--- src/rtl/terrain_line_fetcher.sv ---
// Burst-fetches one scanline of 1bpp terrain mask words from OCM into a ping-pong
// line buffer; the renderer reads per-pixel bits from the front half.
module terrain_line_fetcher #(
  parameter int ADDR_W         = 11,
  parameter int WORDS_PER_LINE = 20,
  parameter int BASE_ADDR      = 0,
  parameter int RD_LAT         = 1
) (
  input  logic              clk,
  input  logic              reset_n,
  input  logic              fetch_start,
  input  logic [8:0]        fetch_line,
  output logic [ADDR_W-1:0] mem_addr,
  output logic              mem_rd,
  input  logic [31:0]       mem_rdata,
  output logic              busy,
  output logic              done,
  output logic              overrun,
  input  logic              swap,
  input  logic [9:0]        pix_x,
  output logic              pix_out
);
  localparam int CW   = $clog2(WORDS_PER_LINE + 1);
  localparam int WW   = $clog2(WORDS_PER_LINE);
  localparam int NPIX = WORDS_PER_LINE * 32;

  typedef enum logic [1:0] {IDLE, ISSUE, DRAIN, DONE} state_t;

  state_t            state, nxt;
  logic [ADDR_W-1:0] start_addr, start_nxt;
  logic [CW-1:0]     issue_cnt, recv_cnt;
  logic              front, target;
  logic [RD_LAT:1]   vld_pipe;
  logic              wr_en;
  logic              in_range;
  logic [WW-1:0]     rd_word;
  logic [31:0]       line_buf [0:1][0:WORDS_PER_LINE-1];

  // Modular arithmetic at ADDR_W equals the full-width product truncated.
  assign start_nxt = ADDR_W'(BASE_ADDR) + ADDR_W'(fetch_line) * ADDR_W'(WORDS_PER_LINE);

  always_ff @(posedge clk or negedge reset_n)
    if (!reset_n) state <= IDLE;
    else          state <= nxt;

  always_comb begin
    nxt = state;
    case (state)
      IDLE:    if (fetch_start) nxt = ISSUE;
      ISSUE:   if (issue_cnt == CW'(WORDS_PER_LINE - 1)) nxt = DRAIN;
      DRAIN:   if (recv_cnt == CW'(WORDS_PER_LINE)) nxt = DONE;
      DONE:    nxt = IDLE;
      default: nxt = IDLE;
    endcase
  end

  assign mem_rd   = (state == ISSUE);
  assign mem_addr = mem_rd ? start_addr + ADDR_W'(issue_cnt) : '0;
  assign busy     = (state != IDLE);
  assign done     = (state == DONE);
  assign wr_en    = vld_pipe[RD_LAT] && (state == ISSUE || state == DRAIN);

  always_ff @(posedge clk or negedge reset_n) begin
    if (!reset_n) begin
      start_addr <= '0;
      issue_cnt  <= '0;
      recv_cnt   <= '0;
      target     <= 1'b0;
      front      <= 1'b0;
      overrun    <= 1'b0;
      vld_pipe   <= '0;
    end else begin
      front    <= front ^ swap;
      overrun  <= fetch_start && busy;
      vld_pipe[1] <= mem_rd;
      for (int i = 2; i <= RD_LAT; i++) vld_pipe[i] <= vld_pipe[i-1];
      if (state == IDLE && fetch_start) begin
        start_addr <= start_nxt;
        target     <= ~front;  // back buffer as seen before any same-cycle swap
        issue_cnt  <= '0;
        recv_cnt   <= '0;
      end else begin
        if (state == ISSUE) issue_cnt <= issue_cnt + 1'b1;
        if (wr_en)          recv_cnt  <= recv_cnt + 1'b1;
      end
    end
  end

  // Line storage is never reset; a partially fetched line simply stays partial.
  always_ff @(posedge clk)
    if (wr_en) line_buf[target][recv_cnt[WW-1:0]] <= mem_rdata;

  assign in_range = {22'd0, pix_x} < 32'(NPIX);
  assign rd_word  = WW'(pix_x[9:5]);

  always_ff @(posedge clk or negedge reset_n)
    if (!reset_n) pix_out <= 1'b0;
    else          pix_out <= in_range ? line_buf[front][rd_word][pix_x[4:0]] : 1'b0;

endmodule

--- config.mk ---
export PLATFORM = sky130hd
export DESIGN_NAME = terrain_line_fetcher
export DESIGN_NICKNAME = d
export VERILOG_FILES = /design/src/rtl/terrain_line_fetcher.sv
export SDC_FILE = /design/constraint.sdc
export NUM_CORES = 1
export LEC_CHECK = 0
export ABC_AREA = 0
export CAP_MARGIN = 20
export CORE_ASPECT_RATIO = 0.75
export CORE_UTILIZATION = 51
export CTS_CLUSTER_DIAMETER = 200
export DETAILED_ROUTE_END_ITERATION = 8
export PLACE_DENSITY = 0.67
export SETUP_SLACK_MARGIN = 0.5
export SLEW_MARGIN = 20
export SYNTH_ARGS = -nofsm -noshare
export SYNTH_HDL_FRONTEND = slang
export SYNTH_SLANG_ARGS = --single-unit
export TNS_END_PERCENT = 10
--- constraint.sdc ---
create_clock -name clk -period 5.1 [get_ports clk]
set_input_delay 1.02 -clock clk [delete_from_list [all_inputs] [get_ports clk]]
set_output_delay 1.02 -clock clk [all_outputs]
set_load 0.005 [all_outputs]
# Word level (Yosys, flattened, before mapping)
# Memories as Yosys holds them, arrays and structs flattened.
# Index checks and enable logic that the tools add are counted.
word_totals:
  elab_cells: 60
  n_memories: 1
  ff_bits: 26
  inputBits: 55
  ramBits: 1280
classes:
  eq_ne: 8
  addsub: 3
  reduce_logical: 10
  mul: 1
  mux: 19
  bitwise: 4
  magnitude_cmp: 5
mem_list:
  columns: ["name", "words", "width", "read_ports", "rd_ports_with_merged_regs", "wr", "line_no", "rtl"]
  rows:
  - ["line_buf", 2, 640, 1, 0, 1, "37", "logic [31:0] line_buf [0:1][0:WORDS_PER_LINE-1];"]
op_table:
  columns: ["op", "n"]
  rows:
  - ["$mux 640", 1]
  - ["$bmux 32 s5", 1]
  - ["$demux 32 s5", 1]
  - ["$mux 32", 3]
  - ["$mux 5", 4]
  - ["$ge 6x6->1 const B", 2]
  - ["$not 5->6", 2]
  - ["$add 11x5->11", 1]
  - ["$mux 11", 1]
  - ["$add 5x1->5 const B", 2]
  - ["$eq 5x5->1 const B", 2]
  - ["$lt 10x10->1 const B", 1]
  - ["$mul 9x3->9 const B", 1]
  - ["$pmux 2 s4", 1]
  - ["$lt 5x6->1 const B", 1]
  - ["$lt 6x1->1 const B", 1]
  - ["$mux 2", 3]
  - ["$reduce_bool 2->1", 3]
  - ["$bmux 1 s5", 1]
  - ["$eq 2x2->1 const B", 2]
  - ["$logic_and 1x1->1", 4]
  - ["$ne 2x2->1 const B", 2]
  - ["$mux 1", 3]
  - ["$reduce_and 3->1", 1]
  - ["6 further kinds", 6]

# Longest topological paths before layout
# Gate-level depths: netlist of run 1.
depth:
  word_depth: 7
  mapped_depth: 13

# Worst setup path after synthesis of run 1
# Ideal clock, no wire load.
synth_path:
  path_type: "input to register"
  from: "input pix_x[5]"
  to: "register pix_out"
  required_ns: 4.980
  cell_stages: 11
  slack_ns: 2.041
  n_path_buf: 3
  t_arrival_ns: 2.938
  path_cell_list: "buf_4 > buf_2 > buf_2 > mux4_2 > mux2i_1 > o22ai_1 > a221oi_1 > a21oi_1 > a211oi_2 > nand3_1 > and4_1"
synth_between:
  elab_chain_len: 7
synth_lines:
  columns: ["element", "line_no", "rtl"]
  rows:
  - ["start: declaration", "20", "input logic [9:0] pix_x,"]
  - ["$not 5->6 (implied by the code)", "98", "else pix_out <= in_range ? line_buf[front][rd_word][pix_x[4:0]] : 1'b0;"]
  - ["$bmux 32 s5", "98", null]
  - ["$mux 32 (implied by the code) (2 in series)", "98", null]
  - ["$bmux 1 s5", "98", null]
  - ["$mux 1 (implied by the code)", "98", null]
  - ["$mux 1 (*)", "98", null]
  - ["end signal: assignment", "98", null]
  - ["end: declaration", "21", "output logic pix_out"]
# Mark *: on every way between the ends. The rest lies on a longest branch, timed or not. The select of a mux whose other input is x is not followed.
# A chain may end at the register's enable or synchronous reset.

# Worst setup path after layout of run 1
layout_path:
  from: "register issue_cnt[2]"
  to: "output mem_addr[10]"
layout_between:
  elab_chain_len: 2
layout_lines:
  columns: ["element", "line_no", "rtl"]
  rows:
  - ["start: declaration", "31", "logic [CW-1:0] issue_cnt, recv_cnt;"]
  - ["start signal: assignment", "83", "if (state == ISSUE) issue_cnt <= issue_cnt + 1'b1;"]
  - ["$add 11x5->11", "58", "assign mem_addr = mem_rd ? start_addr + ADDR_W'(issue_cnt) : '0;"]
  - ["$mux 11", "58", null]
  - ["end: declaration", "13", "output logic [ADDR_W-1:0] mem_addr,"]
# No other way between the ends.

==> impl_results.html, run 1 <==
<table>
<tr><th>Metric</th><th>Value</th></tr>
<tr><th colspan="2">Run status</th></tr>
<tr><td>Run status</td><td>completed</td></tr>
<tr><th colspan="2">Global routing</th></tr>
<tr><td>Via count of the first global-routing pass</td><td>25,260</td></tr>
<tr><td>Overflow after GRT</td><td>0</td></tr>
<tr><td>Initial antenna violation count</td><td>9</td></tr>
<tr><td>Global-route wire length before repair</td><td>187.3 mm</td></tr>
<tr><td>Maximum number of pins on one net before global-route repair</td><td>48</td></tr>
<tr><td>Aggregate global-route resource usage</td><td>26.16%</td></tr>
<tr><th colspan="2">Synthesis</th></tr>
<tr><td>Synth Cell Area</td><td>51,140 um2</td></tr>
<tr><td>Library cell with the largest summed area after synthesis</td><td>edfxtp_1</td></tr>
<tr><td>Top cell type's share of synthesized area</td><td>75.16%</td></tr>
<tr><td>Synth unique cells</td><td>70</td></tr>
<tr><td>Post-Synthesis Net Count</td><td>2,430</td></tr>
<tr><td>Synth Flop Type</td><td>edfxtp_1</td></tr>
<tr><td>Seq cells post-synth</td><td>1,306</td></tr>
<tr><td>Cell count after synthesis</td><td>2,349</td></tr>
<tr><td>Top post-synthesis cells by area</td><td>edfxtp_1, mux4_2, mux2i_1</td></tr>
<tr><td>Async S/R FF share, synth</td><td>1.991%</td></tr>
<tr><td>Total number of yosys warnings</td><td>0</td></tr>
<tr><td>Most common library cells after synthesis</td><td>edfxtp_1, mux4_2, mux2i_1</td></tr>
<tr><td>Average size of a mapped cell</td><td>21.77 um2</td></tr>
<tr><td>Dominant cell by count in the synthesized netlist</td><td>edfxtp_1</td></tr>
<tr><td>Share of synthesized area occupied by flip-flops and latches</td><td>76.43%</td></tr>
<tr><td>EDFF count, synth</td><td>1,280</td></tr>
<tr><th colspan="2">Timing</th></tr>
<tr><td>Final clock skew</td><td>37.38 ps</td></tr>
<tr><td>Final setup fails</td><td>0</td></tr>
<tr><td>Accumulated negative setup slack</td><td>0 ps</td></tr>
<tr><td>Max_slew headroom</td><td>21.91%</td></tr>
<tr><td>Highest clock frequency the design can meet</td><td>244.7 MHz</td></tr>
<tr><td>Transition at the pin with the smallest max-transition slack</td><td>1169 ps</td></tr>
<tr><td>Fin crit period</td><td>4086 ps</td></tr>
<tr><td>Final slew viol count</td><td>0</td></tr>
<tr><td>Final Cycle Share</td><td>80.12%</td></tr>
<tr><td>Final Hold Fails</td><td>0</td></tr>
<tr><td>RSZ-0062 raised after global routing</td><td>no</td></tr>
<tr><th colspan="2">Setup path</th></tr>
<tr><td>Kind of start point of the critical path</td><td>register</td></tr>
<tr><td>Sort of element at the end of the critical path</td><td>output pin</td></tr>
<tr><td>CP Data Arrival Time</td><td>3070 ps</td></tr>
<tr><td>Category of the critical setup timing path</td><td>reg2out</td></tr>
<tr><td>Critical Path Fanout Max</td><td>5</td></tr>
<tr><td>WP data required</td><td>4080 ps</td></tr>
<tr><th colspan="2">Placed design</th></tr>
<tr><td>Final GP Congestion</td><td>0.9160</td></tr>
<tr><td>Total cell area at the placement stage</td><td>54,140 um2</td></tr>
<tr><td>Post-DP HPWL</td><td>79.52 mm</td></tr>
<tr><td>Quantity of I/O buffers inserted on ports</td><td>70</td></tr>
<tr><th colspan="2">Route</th></tr>
<tr><td>First-pass DRT Iterations</td><td>6</td></tr>
<tr><td>Drt first-iter violations</td><td>3,997</td></tr>
<tr><td>Post-DR vias/cell</td><td>6.405</td></tr>
<tr><td>Avg WL per Cell</td><td>32.94 um</td></tr>
<tr><td>Total length of routed wires</td><td>131.0 mm</td></tr>
<tr><td>DRC</td><td>0</td></tr>
<tr><td>Antenna Nets Post-Route</td><td>0</td></tr>
<tr><td>Detailed-route via count</td><td>25,470</td></tr>
<tr><th colspan="2">Min path</th></tr>
<tr><td>Worst min path class</td><td>reg2reg</td></tr>
<tr><th colspan="2">Die</th></tr>
<tr><td>Total core area</td><td>99,350 um2</td></tr>
<tr><td>Full die area</td><td>101,600 um2</td></tr>
<tr><td>Width of the chip</td><td>367.7 um</td></tr>
<tr><td>Row count</td><td>100</td></tr>
<tr><td>Chip height</td><td>276.2 um</td></tr>
<tr><td>Number of ports placed on the die boundary</td><td>71</td></tr>
<tr><td>Initial Utilization</td><td>51.48%</td></tr>
<tr><th colspan="2">Power and ir drop</th></tr>
<tr><td>Leakage power of the design</td><td>0.01835 uW</td></tr>
<tr><td>Pwr dens</td><td>418.9 nW/um2</td></tr>
<tr><td>Peak VDD IR</td><td>0.3369 mV</td></tr>
<tr><th colspan="2">CTS</th></tr>
<tr><td>Total CTS buffers</td><td>118</td></tr>
<tr><td>Number of H-tree branching levels</td><td>3</td></tr>
<tr><td>TritonCTS clock tree</td><td>built</td></tr>
<tr><td>Post-cts gate resize count</td><td>0</td></tr>
<tr><td>Clock root cell</td><td>clkbuf_16</td></tr>
<tr><td>CTS Hold Bufs</td><td>0</td></tr>
<tr><td>Sink Count</td><td>1,306</td></tr>
<tr><td>Post-CTS Setup Repair Bufs</td><td>0</td></tr>
<tr><td>Buffer levels on the longest clock path</td><td>3</td></tr>
<tr><td>Clock Latency Late Sink</td><td>740 ps</td></tr>
<tr><td>Clock transition at path regs</td><td>60 ps</td></tr>
<tr><th colspan="2">Cells and area</th></tr>
<tr><td>Post-route cell area</td><td>57,980 um2</td></tr>
<tr><td>Layout area overhead</td><td>13.37%</td></tr>
<tr><td>Share of layout cells above drive strength 1</td><td>26.31%</td></tr>
<tr><td>Final net count</td><td>2,623</td></tr>
<tr><th colspan="2">Run</th></tr>
<tr><td>Number of maximum-capacitance constraint violations</td><td>0</td></tr>
</table>
## layout by cell type, fill, tap and decap left out, drive strengths merged, types with 34 or more instances in the layout
cell           instances
o21ai                 34
clkbuf               152
clkdlybuf4s50         58
buf                  138
mux2i                102
mux4                 305
nand2                 89
clkinv                47
mux2                  34
nor2                  68
edfxtp              1280
## logic make-up (layout without fill, tap and decap cells)
| family | Yosys count | in the layout | synth area share [%] |
|---|---|---|---|
| xor gates and xnor gates | 20 | 20 | 0.3425 |
| other | 0 | 5 | 0 |
| adders and majority gates | 26 | 26 | 0.6655 |
| DFF | 1306 | 1306 | 76.43 |
| and+or+nand+nor | 227 | 227 | 2.060 |
| buffers and inverters | 140 | 436 | 1.730 |
| AOI/OAI and AO/OA | 189 | 189 | 2.598 |
| muxes | 441 | 441 | 16.18 |
## flip-flops by register name, indices dropped and copies added, names as in the netlist
register,count
line_buf,1280
start_addr,9
issue_cnt,5
recv_cnt,5
state,2
front,1
overrun,1
pix_out,1
target,1
vld_pipe,1
## layer usage
metal,global-route usage [%],vias up,wire length (um)
met5,0,-,18
met4,6.517,2,3090
met3,6.436,220,14580
met2,38.23,1466,59130
met1,39.85,13530,54170
li1,-,10250,-
## final timing paths
path,startpoint,to,slack [ps],cells past startpoint
max reg2reg,front$_DFF_PN0_,pix_out$_DFF_PN0_,1120,10
max,issue_cnt[2]$_DFFE_PN0P_,mem_addr[10],1010,9
min in group asynchronous,reset_n,front$_DFF_PN0_,700,2
max in group asynchronous,reset_n,front$_DFF_PN0_,4050,2
min reg2reg,start_addr[4]$_DFFE_PN0P_,start_addr[4]$_DFFE_PN0P_,490,2
min,start_addr[4]$_DFFE_PN0P_,start_addr[4]$_DFFE_PN0P_,490,2
## stage by stage
stage          cells  total power [uW]  hold WS [ps]  util [%]  setup slack (ps)
2_1_floorplan   2349             14630         452.3         -              2041
3_3_place_gp    3744             15640         476.0     54.43             742.7
3_5_place_dp    3748             15650         475.1     54.50             626.4
4_1_cts         3971             24410         488.7     58.38             941.1
5_1_grt         3972             25000         513.2     58.35             787.9
6_report        3976             24290         488.2     58.36              1014
## worst max-delay path, stage by stage (launching register included)
cell	delay, ps
dfrtp_1	440
ha_1	210
inv_1	60
fa_1	380
nor2b_1	170
o21a_1	210
nand3_1	110
xnor2_1	140
and2_1	140
clkdlybuf4s50_1	510
## area by class of cell
cell class | count | area [um2]
Clock buffer | 152 | 3123
Timing Repair Buffer | 196 | 1819
Antenna cell | 5 | 12.51
Inverter | 17 | 63.81
Tap cell | 1326 | 1659
Fill cell | 7126 | 41370
Sequential cell | 1306 | 39090
Multi-Input combinational cell | 903 | 11480
Clock inverter | 71 | 734.5
## power by group
group          switching [uW]  leakage [uW]  internal, uW  total (uW)
registers                 113        0.0118         11800       11900
logic                    1830       0.00470          1670        3500
clock network            3910       0.00186          4990        8900
total                    5850        0.0184         18400       24300
(Power assumes the default switching activity.)
==> run 2: changes to the inputs <==
--- a/config.mk
+++ b/config.mk
@@ -11,7 +11,7 @@
 export CORE_UTILIZATION = 51
 export CTS_CLUSTER_DIAMETER = 200
 export DETAILED_ROUTE_END_ITERATION = 8
-export PLACE_DENSITY = 0.67
+export PLACE_DENSITY = 0.7
 export SETUP_SLACK_MARGIN = 0.5
 export SLEW_MARGIN = 20
 export SYNTH_ARGS = -nofsm -noshare
==> constraint.sdc (replaced) <==
create_clock -name clk -period 3.7 [get_ports clk]
set_input_delay 0.74 -clock clk [delete_from_list [all_inputs] [get_ports clk]]
set_output_delay 0.74 -clock clk [all_outputs]
set_load 0.005 [all_outputs]
==> impl_results.html, run 2 (synthesis results as in run 1) <==
<table>
<tr><th>Metric</th><th>Value</th></tr>
<tr><th colspan="2">Run status</th></tr>
<tr><td>Run status</td><td>completed</td></tr>
<tr><th colspan="2">Cells and area</th></tr>
<tr><td>Layout area overhead</td><td>14.86%</td></tr>
<tr><td>Share of layout cells above drive strength 1</td><td>28.92% (+2.6 points)</td></tr>
<tr><td>Final net count</td><td>2,711 (+3.4%)</td></tr>
<tr><td>Commonest non-fill, non-tap cell in the layout</td><td>edfxtp_1</td></tr>
<tr><td>Max reg flops</td><td>1,280 (unchanged)</td></tr>
<tr><td>Util after Layout</td><td>59.13% (+0.77 points)</td></tr>
<tr><td>Number of fill cells in the layout</td><td>6,947 (-2.5%)</td></tr>
<tr><td>Top library cells by usage in the layout, fill and taps aside</td><td>edfxtp_1, mux4_2, buf_4</td></tr>
<tr><th colspan="2">CTS</th></tr>
<tr><td>TritonCTS clock tree</td><td>built</td></tr>
<tr><td>Number of H-tree branching levels</td><td>3 (unchanged)</td></tr>
<tr><td>Buffer levels on the longest clock path</td><td>3 (unchanged)</td></tr>
<tr><td>Clock Latency Late Sink</td><td>730 ps (about the same)</td></tr>
<tr><td>Clock root cell</td><td>clkbuf_16</td></tr>
<tr><td>Clock transition at path regs</td><td>70 ps (about the same)</td></tr>
<tr><td>Total CTS buffers</td><td>118 (unchanged)</td></tr>
<tr><td>Sink Count</td><td>1,306 (unchanged)</td></tr>
<tr><td>CTS Hold Bufs</td><td>0 (unchanged)</td></tr>
<tr><th colspan="2">Route</th></tr>
<tr><td>Drt first-iter violations</td><td>3,910 (-2.2%)</td></tr>
<tr><td>Post-DR vias/cell</td><td>6.420 (+0.24%)</td></tr>
<tr><td>Total length of routed wires</td><td>131.8 mm (+0.62%)</td></tr>
<tr><td>Detailed-route via count</td><td>26,000 (+2.1%)</td></tr>
<tr><td>Antenna Nets Post-Route</td><td>0 (unchanged)</td></tr>
<tr><td>DRC</td><td>0 (unchanged)</td></tr>
<tr><td>Avg WL per Cell</td><td>32.54 um (-1.2%)</td></tr>
<tr><td>First-pass DRT Iterations</td><td>6 (unchanged)</td></tr>
<tr><th colspan="2">Timing</th></tr>
<tr><td>Final slew viol count</td><td>0 (unchanged)</td></tr>
<tr><td>Fin crit period</td><td>3357 ps</td></tr>
<tr><td>Max_slew headroom</td><td>34.44% (+13 points)</td></tr>
<tr><td>Transition at the pin with the smallest max-transition slack</td><td>983.4 ps (-185.1 ps)</td></tr>
<tr><td>Final clock skew</td><td>27.46 ps (-9.920 ps)</td></tr>
<tr><td>Final setup fails</td><td>0 (unchanged)</td></tr>
<tr><td>RSZ-0062 raised after global routing</td><td>yes</td></tr>
<tr><td>Highest clock frequency the design can meet</td><td>297.9 MHz</td></tr>
<tr><td>Final Hold Fails</td><td>0 (unchanged)</td></tr>
<tr><td>Final Cycle Share</td><td>90.72%</td></tr>
<tr><th colspan="2">Die</th></tr>
<tr><td>Total core area</td><td>99,350 um2 (unchanged)</td></tr>
<tr><td>Chip height</td><td>276.2 um (unchanged)</td></tr>
<tr><td>Full die area</td><td>101,600 um2 (unchanged)</td></tr>
<tr><td>Row count</td><td>100 (unchanged)</td></tr>
<tr><td>Initial Utilization</td><td>51.48% (unchanged)</td></tr>
<tr><td>Number of ports placed on the die boundary</td><td>71 (unchanged)</td></tr>
<tr><td>Width of the chip</td><td>367.7 um (unchanged)</td></tr>
<tr><th colspan="2">Global routing</th></tr>
<tr><td>Via count of the first global-routing pass</td><td>26,140 (+3.5%)</td></tr>
<tr><td>Aggregate global-route resource usage</td><td>26.34% (+0.18 points)</td></tr>
<tr><td>Initial antenna violation count</td><td>2 (-7)</td></tr>
<tr><td>Overflow after GRT</td><td>0 (unchanged)</td></tr>
<tr><td>Maximum number of pins on one net before global-route repair</td><td>67 (+40%)</td></tr>
<tr><td>Global-route wire length before repair</td><td>189.1 mm (+0.96%)</td></tr>
<tr><th colspan="2">Setup path</th></tr>
<tr><td>Critical Path Fanout Max</td><td>40 (+35)</td></tr>
<tr><td>Sort of element at the end of the critical path</td><td>register</td></tr>
<tr><td>Kind of start point of the critical path</td><td>register</td></tr>
<tr><td>CP Data Arrival Time</td><td>3970 ps (+900 ps)</td></tr>
<tr><td>WP data required</td><td>4310 ps (+230 ps)</td></tr>
<tr><td>Logic depth of the worst register-to-register path</td><td>10 (unchanged)</td></tr>
<tr><td>Category of the critical setup timing path</td><td>reg2reg</td></tr>
<tr><th colspan="2">Power and ir drop</th></tr>
<tr><td>Peak VDD IR</td><td>0.4389 mV (+30%)</td></tr>
<tr><td>Leakage power of the design</td><td>0.01879 uW (+2.4%)</td></tr>
<tr><td>Pwr dens</td><td>558.6 nW/um2 (+33%)</td></tr>
<tr><td>Total Power Consumption</td><td>32,810 uW (+35%)</td></tr>
<tr><th colspan="2">Placed design</th></tr>
<tr><td>Post-DP HPWL</td><td>80.01 mm (+0.61%)</td></tr>
<tr><td>Quantity of I/O buffers inserted on ports</td><td>70 (unchanged)</td></tr>
<tr><td>Final GP Congestion</td><td>0.9022 (-1.5%)</td></tr>
<tr><th colspan="2">Run</th></tr>
<tr><td>Number of maximum-capacitance constraint violations</td><td>0 (unchanged)</td></tr>
<tr><th colspan="2">Min path</th></tr>
<tr><td>Hold Path Cell Cnt</td><td>2 (unchanged)</td></tr>
<tr><td>Worst min path class</td><td>reg2reg</td></tr>
</table>
==> run 2: changes by cell type in the layout (fill, tap and decap cells not counted), moves of 3 or more <==
cell / change
buf_12: +26
bufinv_16: -8
clkinv_8: +3
buf_4: +61
clkinv_2: +3
clkinvlp_4: -5
==> run 2: worst paths after layout <==
check	start	to	slack, ps
min in group asynchronous	reset_n	start_addr[3]$_DFFE_PN0P_	520
worst max-delay path	front$_DFF_PN0_	pix_out$_DFF_PN0_	340
worst min-delay path	start_addr[10]$_DFFE_PN0P_	start_addr[10]$_DFFE_PN0P_	510
worst max register to register	front$_DFF_PN0_	pix_out$_DFF_PN0_	340
max in group asynchronous	reset_n	recv_cnt[4]$_DFFE_PN0P_	2390
worst min register to register	start_addr[10]$_DFFE_PN0P_	start_addr[10]$_DFFE_PN0P_	510
==> run 2: metal layers <==
layer	vias up	routed length [um]	global-route usage [%]
li1	10420	-	-
met1	13710	52390	39.35
met2	1643	60040	39.23
met4	0	3546	7.190
met5	-	0	0
met3	233	15830	6.201
==> run 2: stage by stage <==
stage	hold slack [ps]	setup WS (ps)	cell area, um2	setup TNS, ps	cells
2_1_floorplan	444.4	737.0	51140	0	2349
3_3_place_gp	468.8	-72.39	55090	-72.39	3829
3_5_place_dp	473.9	-53.98	55080	-53.98	3829
4_1_cts	495.5	299.5	58690	0	4045
5_1_grt	536.8	254.3	58730	0	4047
6_report	505.1	343.3	58740	0	4050
==> run 2: area by class of cell <==
class                           count  area, um2  area share, %
Clock inverter                     61      460.4         0.7839
Inverter                           17      66.31         0.1129
Sequential cell                  1306      39090          66.55
Tap cell                         1326       1659          2.824
Clock buffer                      150       3094          5.268
Timing Repair Buffer              284       2819          4.799
Multi-Input combinational cell    903      11540          19.65
Antenna cell                        3      7.507        0.01278
==> run 2: repair_timing <==
item,in CTS,in global routing
setup buffers,5,2
resized for setup,25,9
pin swaps,4,5
setup endpoints to repair,11,12
==> run 2: critical path: stages, from the launching register on <==
cell	delay, ps
dfrtp_4	560
buf_12	330
mux4_2	570
mux2i_1	390
o22ai_1	330
nor4_2	310
buf_4	170
nor2_1	40
a211oi_2	220
nand3_1	90
and4_1	200
==> run 2: report_power, final <==
| part | switching, uW | leakage, uW | internal (uW) |
|---|---|---|---|
| clock network | 5230 | 0.00173 | 6240 |
| logic | 2600 | 0.00527 | 2470 |
| registers | 37.9 | 0.0118 | 16200 |
| total | 7870 | 0.0188 | 24900 |
